File: config.mk
export PLATFORM = sky130hd
export DESIGN_NAME = cnn_layer_accel_pixel_fetcher
export DESIGN_NICKNAME = d
export VERILOG_FILES = /design/src/rtl/cnn_layer_accel_fetch_pkg.sv /design/src/rtl/cnn_layer_accel_skid_buf.sv /design/src/rtl/cnn_layer_accel_pixel_fetcher.sv
export SDC_FILE = /design/constraint.sdc
export NUM_CORES = 1
export LEC_CHECK = 0
export ABC_AREA = 1
export BUFFER_PORTS_ARGS = -buffer_cell sky130_fd_sc_hd__buf_2
export CAP_MARGIN = 40
export CORE_MARGIN = 8
export CORE_UTILIZATION = 40
export CTS_BUF_LIST = sky130_fd_sc_hd__clkbuf_16
export DETAILED_ROUTE_END_ITERATION = 8
export PLACE_DENSITY = 0.63
export RECOVER_POWER = 25
export SLEW_MARGIN = 20
export SYNTH_ARGS = -nofsm -noshare
export SYNTH_HDL_FRONTEND = slang
export SYNTH_SLANG_ARGS = --single-unit
File: constraint.sdc
create_clock -name clk_if -period 9.1 [get_ports clk_if]
set_clock_uncertainty 0.15 [all_clocks]
set_input_delay 1.82 -clock clk_if [delete_from_list [all_inputs] [get_ports clk_if]]
set_output_delay 1.82 -clock clk_if [all_outputs]
set_load 0.03 [all_outputs]
File: src/rtl/cnn_layer_accel_fetch_pkg.sv
// Shared types and constants for the quad pixel fetcher.
// State encoding, word width and skid depth.
package cnn_layer_accel_fetch_pkg;

  localparam int C_PIXEL_WIDTH_D = 16;
  localparam int C_NUM_LANES_D   = 8;
  localparam int C_WORD_WIDTH    = C_PIXEL_WIDTH_D * C_NUM_LANES_D;
  localparam int C_SKID_DEPTH    = 2;

  typedef enum logic [2:0] {
    S_IDLE,
    S_WAIT_REQ,
    S_ACK,
    S_STREAM,
    S_COMPLETE,
    S_DONE
  } fetch_state_t;

endpackage

File: src/rtl/cnn_layer_accel_skid_buf.sv
// Two-entry FIFO holding returned pixel words.
// Push/pop may coincide; clear is synchronous.
module cnn_layer_accel_skid_buf
  import cnn_layer_accel_fetch_pkg::*;
#(
  parameter int W = C_WORD_WIDTH
) (
  input  logic         i_clk,
  input  logic         i_clr,
  input  logic         i_push,
  input  logic [W-1:0] i_din,
  input  logic         i_pop,
  output logic [W-1:0] o_dout,
  output logic [1:0]   o_occ,
  output logic         o_empty
);

  localparam int PW = $clog2(C_SKID_DEPTH);

  logic [W-1:0]  r_mem [C_SKID_DEPTH];
  logic [PW-1:0] r_wr_ptr;
  logic [PW-1:0] r_rd_ptr;
  logic [1:0]    r_occ;

  always_ff @(posedge i_clk) begin
    if (i_push) r_mem[r_wr_ptr] <= i_din;
  end

  always_ff @(posedge i_clk) begin
    if (i_clr) begin
      r_wr_ptr <= '0;
      r_rd_ptr <= '0;
      r_occ    <= '0;
    end else begin
      if (i_push) r_wr_ptr <= r_wr_ptr + PW'(1);
      if (i_pop)  r_rd_ptr <= r_rd_ptr + PW'(1);
      unique case ({i_push, i_pop})
        2'b10:   r_occ <= r_occ + 2'd1;
        2'b01:   r_occ <= r_occ - 2'd1;
        default: r_occ <= r_occ;
      endcase
    end
  end

  assign o_dout  = r_mem[r_rd_ptr];
  assign o_occ   = r_occ;
  assign o_empty = (r_occ == 2'd0);

endmodule

File: src/rtl/cnn_layer_accel_pixel_fetcher.sv
// Job-fetch responder: acks row requests and streams
// one row of packed pixel words from a 1-cycle read memory.
module cnn_layer_accel_pixel_fetcher
  import cnn_layer_accel_fetch_pkg::*;
#(
  parameter int C_PIXEL_WIDTH = 16,
  parameter int C_NUM_LANES   = 8,
  parameter int C_ADDR_WIDTH  = 16,
  parameter int C_DIM_WIDTH   = 10
) (
  input  logic                   clk_if,
  input  logic                   rst,
  input  logic                   cfg_start,
  input  logic [C_DIM_WIDTH-1:0] cfg_num_rows,
  input  logic [C_DIM_WIDTH-1:0] cfg_num_cols,
  input  logic [C_ADDR_WIDTH-1:0] cfg_base_addr,
  output logic                   busy,
  output logic                   done,
  input  logic                   job_fetch_request,
  output logic                   job_fetch_ack,
  output logic                   job_fetch_complete,
  output logic                   pixel_valid,
  input  logic                   pixel_ready,
  output logic [C_PIXEL_WIDTH*C_NUM_LANES-1:0] pixel_data,
  output logic                   mem_rd_en,
  output logic [C_ADDR_WIDTH-1:0] mem_rd_addr,
  input  logic [C_PIXEL_WIDTH*C_NUM_LANES-1:0] mem_rd_data
);

  localparam int W = C_PIXEL_WIDTH * C_NUM_LANES;
  localparam logic [C_DIM_WIDTH-1:0]  L_D1 = 1;
  localparam logic [C_ADDR_WIDTH-1:0] L_A1 = 1;

  fetch_state_t r_state;
  fetch_state_t w_state_nxt;

  logic [C_DIM_WIDTH-1:0]  r_rows;
  logic [C_DIM_WIDTH-1:0]  r_cols;
  logic [C_DIM_WIDTH-1:0]  r_row_cnt;
  logic [C_DIM_WIDTH-1:0]  r_rd_cnt;
  logic [C_DIM_WIDTH-1:0]  r_beat_cnt;
  logic [C_ADDR_WIDTH-1:0] r_addr;
  logic                    r_inflight;

  logic                   w_stream;
  logic                   w_rd_en;
  logic                   w_pv;
  logic                   w_xfer;
  logic                   w_push;
  logic                   w_pop;
  logic                   w_last;
  logic [1:0]             w_occ;
  logic [1:0]             w_level;
  logic                   w_buf_empty;
  logic [W-1:0]           w_buf_dout;
  logic [C_DIM_WIDTH-1:0] w_row_nxt;

  assign w_stream  = (r_state == S_ACK) || (r_state == S_STREAM);
  assign w_level   = w_occ + 2'(r_inflight);
  assign w_rd_en   = w_stream && (r_rd_cnt < r_cols)
                   && (w_level < 2'(C_SKID_DEPTH));
  // Memory output acts as a fall-through stage ahead of the buffer.
  assign w_pv      = w_stream && (!w_buf_empty || r_inflight);
  assign w_xfer    = w_pv && pixel_ready;
  assign w_push    = r_inflight && !(w_buf_empty && pixel_ready);
  assign w_pop     = !w_buf_empty && w_xfer;
  assign w_last    = (r_beat_cnt == (r_cols - L_D1));
  assign w_row_nxt = r_row_cnt + L_D1;

  cnn_layer_accel_skid_buf #(.W(W)) u_skid (
    .i_clk   (clk_if),
    .i_clr   (rst),
    .i_push  (w_push),
    .i_din   (mem_rd_data),
    .i_pop   (w_pop),
    .o_dout  (w_buf_dout),
    .o_occ   (w_occ),
    .o_empty (w_buf_empty)
  );

  always_comb begin
    w_state_nxt = r_state;
    unique case (r_state)
      S_IDLE: begin
        if (cfg_start) begin
          if ((cfg_num_rows == '0) || (cfg_num_cols == '0))
            w_state_nxt = S_DONE;
          else
            w_state_nxt = S_WAIT_REQ;
        end
      end
      S_WAIT_REQ: if (job_fetch_request) w_state_nxt = S_ACK;
      S_ACK:      w_state_nxt = S_STREAM;
      S_STREAM:   if (w_xfer && w_last) w_state_nxt = S_COMPLETE;
      S_COMPLETE: begin
        if (w_row_nxt == r_rows) w_state_nxt = S_DONE;
        else                     w_state_nxt = S_WAIT_REQ;
      end
      S_DONE:     w_state_nxt = S_IDLE;
      default:    w_state_nxt = S_IDLE;
    endcase
  end

  always_ff @(posedge clk_if) begin
    if (rst) begin
      r_state    <= S_IDLE;
      r_rows     <= '0;
      r_cols     <= '0;
      r_addr     <= '0;
      r_row_cnt  <= '0;
      r_rd_cnt   <= '0;
      r_beat_cnt <= '0;
      r_inflight <= 1'b0;
    end else begin
      r_state    <= w_state_nxt;
      r_inflight <= w_rd_en;
      if ((r_state == S_IDLE) && cfg_start) begin
        r_rows    <= cfg_num_rows;
        r_cols    <= cfg_num_cols;
        r_addr    <= cfg_base_addr;
        r_row_cnt <= '0;
      end else if (w_rd_en) begin
        r_addr <= r_addr + L_A1;
      end
      if (!w_stream) begin
        r_rd_cnt   <= '0;
        r_beat_cnt <= '0;
      end else begin
        if (w_rd_en) r_rd_cnt   <= r_rd_cnt + L_D1;
        if (w_xfer)  r_beat_cnt <= r_beat_cnt + L_D1;
      end
      if (r_state == S_COMPLETE) r_row_cnt <= w_row_nxt;
    end
  end

  assign busy               = (r_state != S_IDLE);
  assign done               = (r_state == S_DONE);
  assign job_fetch_ack      = (r_state == S_ACK);
  assign job_fetch_complete = (r_state == S_COMPLETE);
  assign pixel_valid        = w_pv;
  assign pixel_data         = !w_pv ? '0
                            : (w_buf_empty ? mem_rd_data : w_buf_dout);
  assign mem_rd_en          = w_rd_en;
  assign mem_rd_addr        = w_rd_en ? r_addr : '0;

endmodule
==> results of run 1 <==
## flip-flops by register name, indices dropped and copies added, names as in the netlist, named ones only
register / count
u_skid.r_mem: 256
r_addr: 16
r_beat_cnt: 10
r_cols: 10
r_rd_cnt: 10
r_row_cnt: 10
r_rows: 10
r_state: 3
u_skid.o_occ: 2
r_inflight: 1
u_skid.r_rd_ptr: 1
u_skid.r_wr_ptr: 1
## cells in the mapped netlist (2+ instances only)
library cell	number	share of area
clkbuf_1	74	0.018
or2_2	2	0.00081
nand3_1	44	0.014
buf_4	3	0.0015
nor3_1	15	0.0049
nand2_2	4	0.0016
nor4_1	4	0.0016
nor2_4	3	0.0022
nand3_2	2	0.0013
o211ai_1	2	0.00097
ha_1	15	0.012
buf_1	2	0.00049
inv_2	4	0.00097
nand2_4	2	0.0015
o21a_1	2	0.00097
a21oi_1	328	0.11
edfxtp_1	256	0.50
nor2_2	5	0.0020
xor2_1	17	0.0096
and3_1	5	0.0020
nand4_1	10	0.0041
xnor2_1	6	0.0034
nand2_1	159	0.039
dfxtp_1	75	0.097
buf_2	10	0.0032
nor3_4	3	0.0032
o21ai_1	5	0.0016
nor2_1	196	0.048
o21ai_0	183	0.059
inv_1	218	0.053
## final cells by class
class | instances | area, sq um
diodes | 1 | 2.50
clock buffers | 37 | 926
clock inverters | 28 | 258
fillers | 3640 | 19700
inverters | 222 | 838
multi-input cells | 1023 | 5060
flip-flops and latches | 331 | 9190
well taps | 518 | 648
repair buffers | 332 | 1710
## layer usage
| metal | GRT usage | part of all wire | up-vias |
|---|---|---|---|
| met5 | 0 | 0 | - |
| met4 | 0.0638 | 0.034 | 0 |
| met3 | 0.0363 | 0.076 | 70 |
| met2 | 0.276 | 0.47 | 374 |
| met1 | 0.212 | 0.42 | 5560 |
| li1 | - | - | 6235 |
## metrics by stage
step	std cells	area (sq um)
6_report	2492	18600
5_1_grt	2492	18600
4_1_cts	2490	18700
3_5_place_dp	2425	17500
3_3_place_gp	2419	17400
2_1_floorplan	1666	15400
## worst max-delay path: stages, from the launching register on
cell and delay, ns:
dfxtp_1 0.38, inv_1 0.13, ha_1 0.33, a21oi_1 0.14
o21ai_0 0.10, a21oi_1 0.12, and2_1 0.21, nand3_4 0.34
inv_2 0.31, buf_2 0.24
## kinds of logic (layout without fill, tap and decap cells)
logic type	Yosys count	count (layout)
and+or+nand+nor	459	459
adders and majority gates	15	15
DFF	331	331
muxes	1	1
buffers and inverters	312	619
other	0	1
AOI/OAI and AO/OA	525	525
xor gates and xnor gates	23	23
## cell usage in the layout (no fill, tap or decap), types with 6 or more instances in the layout
master / count
dfxtp_1: 74
buf_4: 6
clkbuf_1: 92
clkinv_1: 7
nor3_1: 15
nor2_1: 194
ha_1: 15
clkbuf_16: 37
nand4_1: 10
nand3_1: 44
inv_1: 224
xnor2_1: 6
o21ai_0: 183
nand2_1: 159
a21oi_1: 328
edfxtp_1: 256
buf_2: 226
xor2_1: 17
## power breakdown
part	switching (mW)	internal, mW	leakage (nW)
clock network	0.567	0.881	0.612
logic	0.275	0.126	4.20
registers	0.0361	1.68	2.92
total	0.878	2.69	7.73
## path summary, 6_finish.rpt
kind	endpoint	slack [ns]	cells past startpoint
max reg2reg	u_skid.r_mem[1][84]	6.27	6
max	mem_rd_en	4.31	9
min reg2reg	flop	0.30	1
min	flop	0.30	1
==> metrics.cfg, run 1 <==
[sta]
worst_slack_ns = 4.31
whs_ns = 0.297
maxSlewViolCount = 0
fin_crit_sh = 0.527
finalSetupViolations = 0
post-route-min-period_ns = 4.79
tightest_slew_ns = 1.31
slew_headroom = 0.125
hold_violations = 0
fin_tns_setup_ns = 0
fmax_ghz = 0.209
rsz0062_at_grt = false

[synthesis]
synth_xor_area_frac = 0.0131
postSynth.asyncResetShare = 0
synthFlopType = edfxtp_1
synth_warnings = 0
ys_ff_latch = 331
synth_fa_ha_area_frac = 0.0122
synthSimpleGateAreaFrac = 0.129
yosysSeqAreaShare = 0.595
synth.cell_area_sq_mm = 0.0154
synth_fp_nets = 1850
netlist_instances = 1666
syn_area_per_cell_sq_um = 9.26
synth_edf_count = 256
synth_top_family_by_area = compound AO/OA/AOI/OAI gates
yosysUniqueCellTypes = 42
synthMuxAreaShare = 0.000649
synth_compound_gate_area_share = 0.172

[pwr]
pwr_density_cell_mw_per_mm2 = 191
ir_drop_v = 0.000107
finalPower_mw = 3.57
power_leakage_nw = 7.73

[drt]
dr.pass1.iters = 5
drt_iter0_drc = 739
wl_mm = 39.3
wire_per_inst_microns = 15.8
drc = 0
num_vias = 12200
viasPerCell = 4.91
ant_nets = 0

[worst_setup_path]
r2r_start = u_skid.o_occ[0]
critPathArrivalTime_ns = 2.82
worstPathMaxFanout = 34
worstSetupStartpointType = flop
startpoint = r_cols[3]
timing.setup.critical_path_class = reg -> out
cp.required_ns = 7.13
end_kind = primary output

[layout]
drive_above_1_share = 0.164
area_growth_pct = 20.8
nets = 2130
final_util = 0.486

[floorplanning]
dieArea_sq_mm = 0.0451
coreArea_sq_mm = 0.0384
start_util = 0.402
die_h_microns = 212
io_pins = 319
die_w_microns = 212
std_cell_rows = 72

[clocking]
post_cts_buffers = 0
cts.sinks = 331
postCtsHoldBufs = 0
clk_pin_slew_ns = 0.06
clock_latency_ns = 0.52
root_buffer = clkbuf_16
clock_path_buffers = 3
cts_tree = yes
htreeDepth = 2
numCtsBuffers = 36
cts-resized-gates = 0

[min_path]
min_from = u_skid.r_rd_ptr
holdCritPathClass = reg -> reg

[global_route]
grt_pass1_wl_mm = 60.6
grt_overflow = 0
antenna_found_initial = 1
grt_usage = 0.167
grt_max_degree = 257
grt_pass1_vias = 11500

[placed_design]
dpl_worst_slack_ns = 4.60
port_buffers = 318
dp.final_hpwl_mm = 27.7
routabilityCongestion = 0.832

[outcome]
outcome = completed

[job]
drv_cap = 0

(Power assumes the default switching activity.)
==> inputs of run 2 (changes only) <==
==> constraint.sdc (replaced) <==
create_clock -name clk_if -period 4.7 [get_ports clk_if]
set_clock_uncertainty 0.15 [all_clocks]
set_input_delay 0.94 -clock clk_if [delete_from_list [all_inputs] [get_ports clk_if]]
set_output_delay 0.94 -clock clk_if [all_outputs]
set_load 0.03 [all_outputs]
==> metrics.cfg, run 2 (synthesized netlist as in run 1, its figures left out) <==
[worst_setup_path]
ff2ff_setup_slack_ns = 2.07
worstSetupStartpointType = flop
end_kind = primary output
timing.setup.critical_path_class = reg -> out
cp.required_ns = 3.61
worstPathMaxFanout = 34
critPathArrivalTime_ns = 2.75

[sta]
slew_headroom = 0.425
fin_crit_sh = 0.817
rsz0062_at_grt = false
fmax_ghz = 0.260
maxSlewViolCount = 0
fin_tns_setup_ns = 0
tightest_slew_ns = 0.863
hold_violations = 0
post-route-min-period_ns = 3.84
finalSetupViolations = 0

[outcome]
outcome = completed

[pwr]
p_int_mw = 4.98
power_frac_comb = 0.113
switching_power_mw = 1.71
p_clk_frac = 0.389
power_leakage_nw = 7.70
pwr_density_cell_mw_per_mm2 = 360
ir_drop_v = 0.000296
sequentialPowerShare = 0.498
finalPower_mw = 6.68
netSwitchingFraction = 0.255

[floorplanning]
std_cell_rows = 72
io_pins = 319
coreArea_sq_mm = 0.0384
start_util = 0.402
dieArea_sq_mm = 0.0451
die_h_microns = 212
die_w_microns = 212

[layout]
final_common_cell = a21oi_1
top_register = u_skid.r_mem
fillers = 3684
nets = 2134
largest_reg_flops = 256
reg_top3 = u_skid.r_mem x256, r_addr x16
final_cell_count_no_fill = 2495
area_growth_pct = 20.2
mostFrequentLayoutCells = a21oi_1 (328), edfxtp_1 (256), inv_1 (229)
drive_above_1_share = 0.161

[drt]
num_vias = 12400
drt_iter0_drc = 750
drc = 0
dr.pass1.iters = 6
ant_nets = 0
wire_per_inst_microns = 16.0
wl_mm = 39.9
viasPerCell = 4.96

[clocking]
postCtsHoldBufs = 0
cts.sinks = 331
clk_pin_slew_ns = 0.06
cts-resized-gates = 0
post_cts_buffers = 0
clock_path_buffers = 3
clock_latency_ns = 0.52
htreeDepth = 2
root_buffer = clkbuf_16
numCtsBuffers = 37
cts_tree = yes

[min_path]
holdCritPathClass = reg -> reg

[global_route]
grt_usage = 0.169
antenna_found_initial = 3
grt_pass1_wl_mm = 61.7
grt_overflow = 0
grt_pass1_vias = 11700
grt_max_degree = 131

[placed_design]
place_inst = 2428
port_buffers = 318
routabilityCongestion = 0.839
dp.final_hpwl_mm = 27.4

[job]
drv_cap = 0

run 2: critical path, cell delays in order, from the launching register on:
cell     delay [ns]
dfxtp_1        0.37
inv_1          0.12
ha_1           0.32
a21oi_1        0.18
o21ai_0        0.12
a21oi_1        0.13
and2_1         0.17
nand3_4        0.32
inv_2          0.27
buf_2          0.24
run 2: final timing paths:
| check | from | to | depth (start not counted) |
|---|---|---|---|
| min reg2reg | u_skid.r_rd_ptr | flop | 1 |
| max | r_cols[3] | mem_rd_en | 9 |
| min | u_skid.r_rd_ptr | flop | 1 |
| max reg2reg | r_cols[3] | r_addr[14] | 11 |
run 2: per-layer routing:
layer | global-route usage | share of wire | wire, microns
met1 | 0.215 | 0.43 | 17100
met2 | 0.283 | 0.47 | 18700
met3 | 0.0451 | 0.081 | 3250
met4 | 0.0438 | 0.019 | 767
met5 | 0 | 0.00033 | 13
run 2: per-stage QoR:
stage	utilization	instance area, sq um	setup slack, ns	hold slack [ns]
3_3_place_gp	0.457	17500	1.47	0.279
3_5_place_dp	0.457	17500	1.40	0.290
4_1_cts	0.486	18600	0.832	0.301
6_report	0.484	18600	0.858	0.299
2_1_floorplan	-	15400	-0.428	0.276
5_1_grt	0.483	18600	0.590	0.325
run 2: layout make-up:
type | count | area [sq um] | area share
inverters | 222 | 838 | 0.0452
clock inverters | 26 | 165 | 0.00890
multi-input cells | 1023 | 5060 | 0.273
clock buffers | 37 | 926 | 0.0499
diodes | 3 | 7.51 | 0.000405
well taps | 518 | 648 | 0.0349
repair buffers | 335 | 1720 | 0.0925
flip-flops and latches | 331 | 9190 | 0.495
run 2: power by group through the flow:
stage	Combinational, mW	Clock (mW)	Sequential [mW]
after floorplan	0.525	0	3.38
after global placement	0.749	0	3.38
after detailed placement	0.772	0	3.39
after CTS	0.773	2.68	3.33
after global routing	0.856	2.79	3.34
final	0.756	2.60	3.33
==> inputs of run 3 (changes only) <==
--- a/config.mk
+++ b/config.mk
@@ -5,7 +5,7 @@
 export SDC_FILE = /design/constraint.sdc
 export NUM_CORES = 1
 export LEC_CHECK = 0
-export ABC_AREA = 1
+export ABC_AREA = 0
 export BUFFER_PORTS_ARGS = -buffer_cell sky130_fd_sc_hd__buf_2
 export CAP_MARGIN = 40
 export CORE_MARGIN = 8
==> constraint.sdc (replaced) <==
create_clock -name clk_if -period 3.84 [get_ports clk_if]
set_clock_uncertainty 0.15 [all_clocks]
set_input_delay 0.768 -clock clk_if [delete_from_list [all_inputs] [get_ports clk_if]]
set_output_delay 0.768 -clock clk_if [all_outputs]
set_load 0.03 [all_outputs]
==> metrics.cfg, run 3 <==
[worst_setup_path]
cp.depth = 5
worstSetupStartpointType = flop
startpoint = u_skid.o_occ[1]
timing.setup.critical_path_class = reg -> out
rr_worst_depth = 7
slowest_stage = dfxtp_1
critPathArrivalTime_ns = 2.65
setup.worst_path.end = pixel_data[26]
crit_buf_inv = 2
worstPathMaxFanout = 40
end_kind = primary output
r2r_start = r_state[0]
reg2reg_to = r_state[2]
cp.required_ns = 2.92
max_stage_delay_ns = 0.49
crit_chain = or2_4 > buf_4 > nor2_1 > a211oi_1 > buf_2
critPathTopFamily = buffers and inverters
ff2ff_setup_slack_ns = 0.84

[pwr]
power_leakage_nw = 6.42
pwr_density_cell_mw_per_mm2 = 439
ir_drop_v = 0.000264
finalPower_mw = 8.14

[drt]
wire_per_inst_microns = 19.2
dr.pass1.iters = 5
wl_mm = 40.5
ant_nets = 0
num_vias = 11200
viasPerCell = 5.32
drc = 0
drt_iter0_drc = 777

[layout]
final_cell_count_no_fill = 2113
drive_above_1_share = 0.203
nets = 1757
top_register = u_skid.r_mem
mostFrequentLayoutCells = edfxtp_1 (256), buf_2 (223), nor2_1 (180)
largest_reg_flops = 256
final_common_cell = edfxtp_1
area_growth_pct = 21.5
final_area_sq_mm = 0.0186
reg_top3 = u_skid.r_mem x256, r_addr x16

[clocking]
clock_latency_ns = 0.53
clock_path_buffers = 3
cts.sinks = 331
clk_pin_slew_ns = 0.06
cts-resized-gates = 0
htreeDepth = 2
root_buffer = clkbuf_16
numCtsBuffers = 37
postCtsHoldBufs = 0
post_cts_buffers = 0
cts_tree = yes

[sta]
fin_tns_setup_ns = 0
slew_headroom = 0.447
hold_violations = 0
whs_ns = 0.301
fin_crit_sh = 0.929
tightest_slew_ns = 0.829
post-route-min-period_ns = 3.57
rsz0062_at_grt = false
maxSlewViolCount = 0
finalSetupViolations = 0
fmax_ghz = 0.280

[global_route]
grt_overflow = 0
antenna_found_initial = 4
grt_usage = 0.171
grt_max_degree = 107
grt_pass1_wl_mm = 61.8
grt_pass1_vias = 11100

[synthesis]
synth.cell_area_sq_mm = 0.0153
yosysSeqAreaShare = 0.601
netlist_instances = 1285
yosysUniqueCellTypes = 63
synth_top_area_frac = 0.503
synth_warnings = 0
synthFlopType = edfxtp_1
postSynth.asyncResetShare = 0
syn_area_per_cell_sq_um = 11.9
yosysTopAreaCell = edfxtp_1
synth_edf_count = 256
synth_commonest_cells = edfxtp_1 (256), nor2_1 (182), a211oi_1 (147)
ys_ff_latch = 331
synth_fp_nets = 1469
synth_area_leaders = edfxtp_1 (50%), dfxtp_1 (9.8%), mux2i_1 (8.6%)
synth_most_common_cell = edfxtp_1

[placed_design]
placement.cell_area_sq_mm = 0.0175
place_inst = 2044
routabilityCongestion = 0.833
port_buffers = 318
dp.final_hpwl_mm = 27.1

[floorplanning]
start_util = 0.406
die_w_microns = 211
std_cell_rows = 71
die_h_microns = 211
dieArea_sq_mm = 0.0447
io_pins = 319
coreArea_sq_mm = 0.0377

[min_path]
min_from = mem_rd_data[8]
holdCritPathClass = in -> reg

[outcome]
outcome = completed

[job]
drv_cap = 0

## run 3: cell count changes after synthesis, sizes merged, moves of 11 or more
cell and change:
nand2 -94, o21ai -167, nor2 -22, nand3 -26, a211oi +149, a21oi -286, mux2i +130, and2 +20
xnor2 +21, or3 +11, inv -201
## run 3: worst min path at each step
stage | to | slack, ns | cells past startpoint
2_1_floorplan | r_rows[4] | 0.30 | 2
3_3_place_gp | r_rows[1] | 0.31 | 2
6_report | u_skid.r_mem[0][8] | 0.30 | 1
5_1_grt | u_skid.r_mem[1][11] | 0.29 | 1
4_1_cts | u_skid.r_mem[0][91] | 0.26 | 1
3_5_place_dp | r_rows[3] | 0.32 | 2
## run 3: logic make-up (layout without fill, tap and decap cells)
group           after synthesis  in the layout  share of synthesized area
compound gates              258            258                      0.125
mux                         131            131                     0.0858
fa+ha+maj                    15             15                     0.0123
flops                       331            331                      0.601
buf+inv                     116            431                     0.0300
other cells                   0              1                          0
xor+xnor                     43             43                     0.0246
simple gates                391            392                      0.121
## run 3: worst register-to-register path, stage by stage, from the launching register on
cell and delay [ns]:
dfxtp_1 0.62, or3b_1 0.50, clkinv_1 0.43, nor2_1 0.66, a221oi_1 0.21, nand4_1 0.14, o21ai_1 0.09, o21a_1 0.10
## run 3: stage by stage
stage	setup slack, ns	utilization
after floorplan	-1.21	-
after global placement	0.717	0.463
after detailed placement	0.648	0.464
after CTS	0.0587	0.496
after global routing	0.0676	0.493
final	0.272	0.493
## run 3: power by group
group	leakage (nW)	switching, mW	total [mW]	internal (mW)
Combinational	2.90	0.405	0.629	0.224
Clock	0.609	1.43	3.53	2.10
Sequential	2.92	0.0650	3.99	3.92
## run 3: layout make-up
| cell class | instances | area (sq um) |
|---|---|---|
| antenna | 1 | 2.50 |
| fill | 3443 | 19100 |
| clock buffer | 37 | 926 |
| timing repair buffer | 342 | 1750 |
| multi-input combinational | 839 | 5680 |
| inverter | 22 | 85.1 |
| clock inverter | 30 | 294 |
| sequential | 331 | 9190 |
| tap | 511 | 639 |
## run 3: metal layers
layer / global-route usage / wire length [microns] / vias up
met2: 0.277 / 19200 / 371
met3: 0.0438 / 2950 / 70
met4: 0.0616 / 1120 / 6
li1: - / - / 5415
met1: 0.219 / 17200 / 5371
met5: 0 / 34 / -
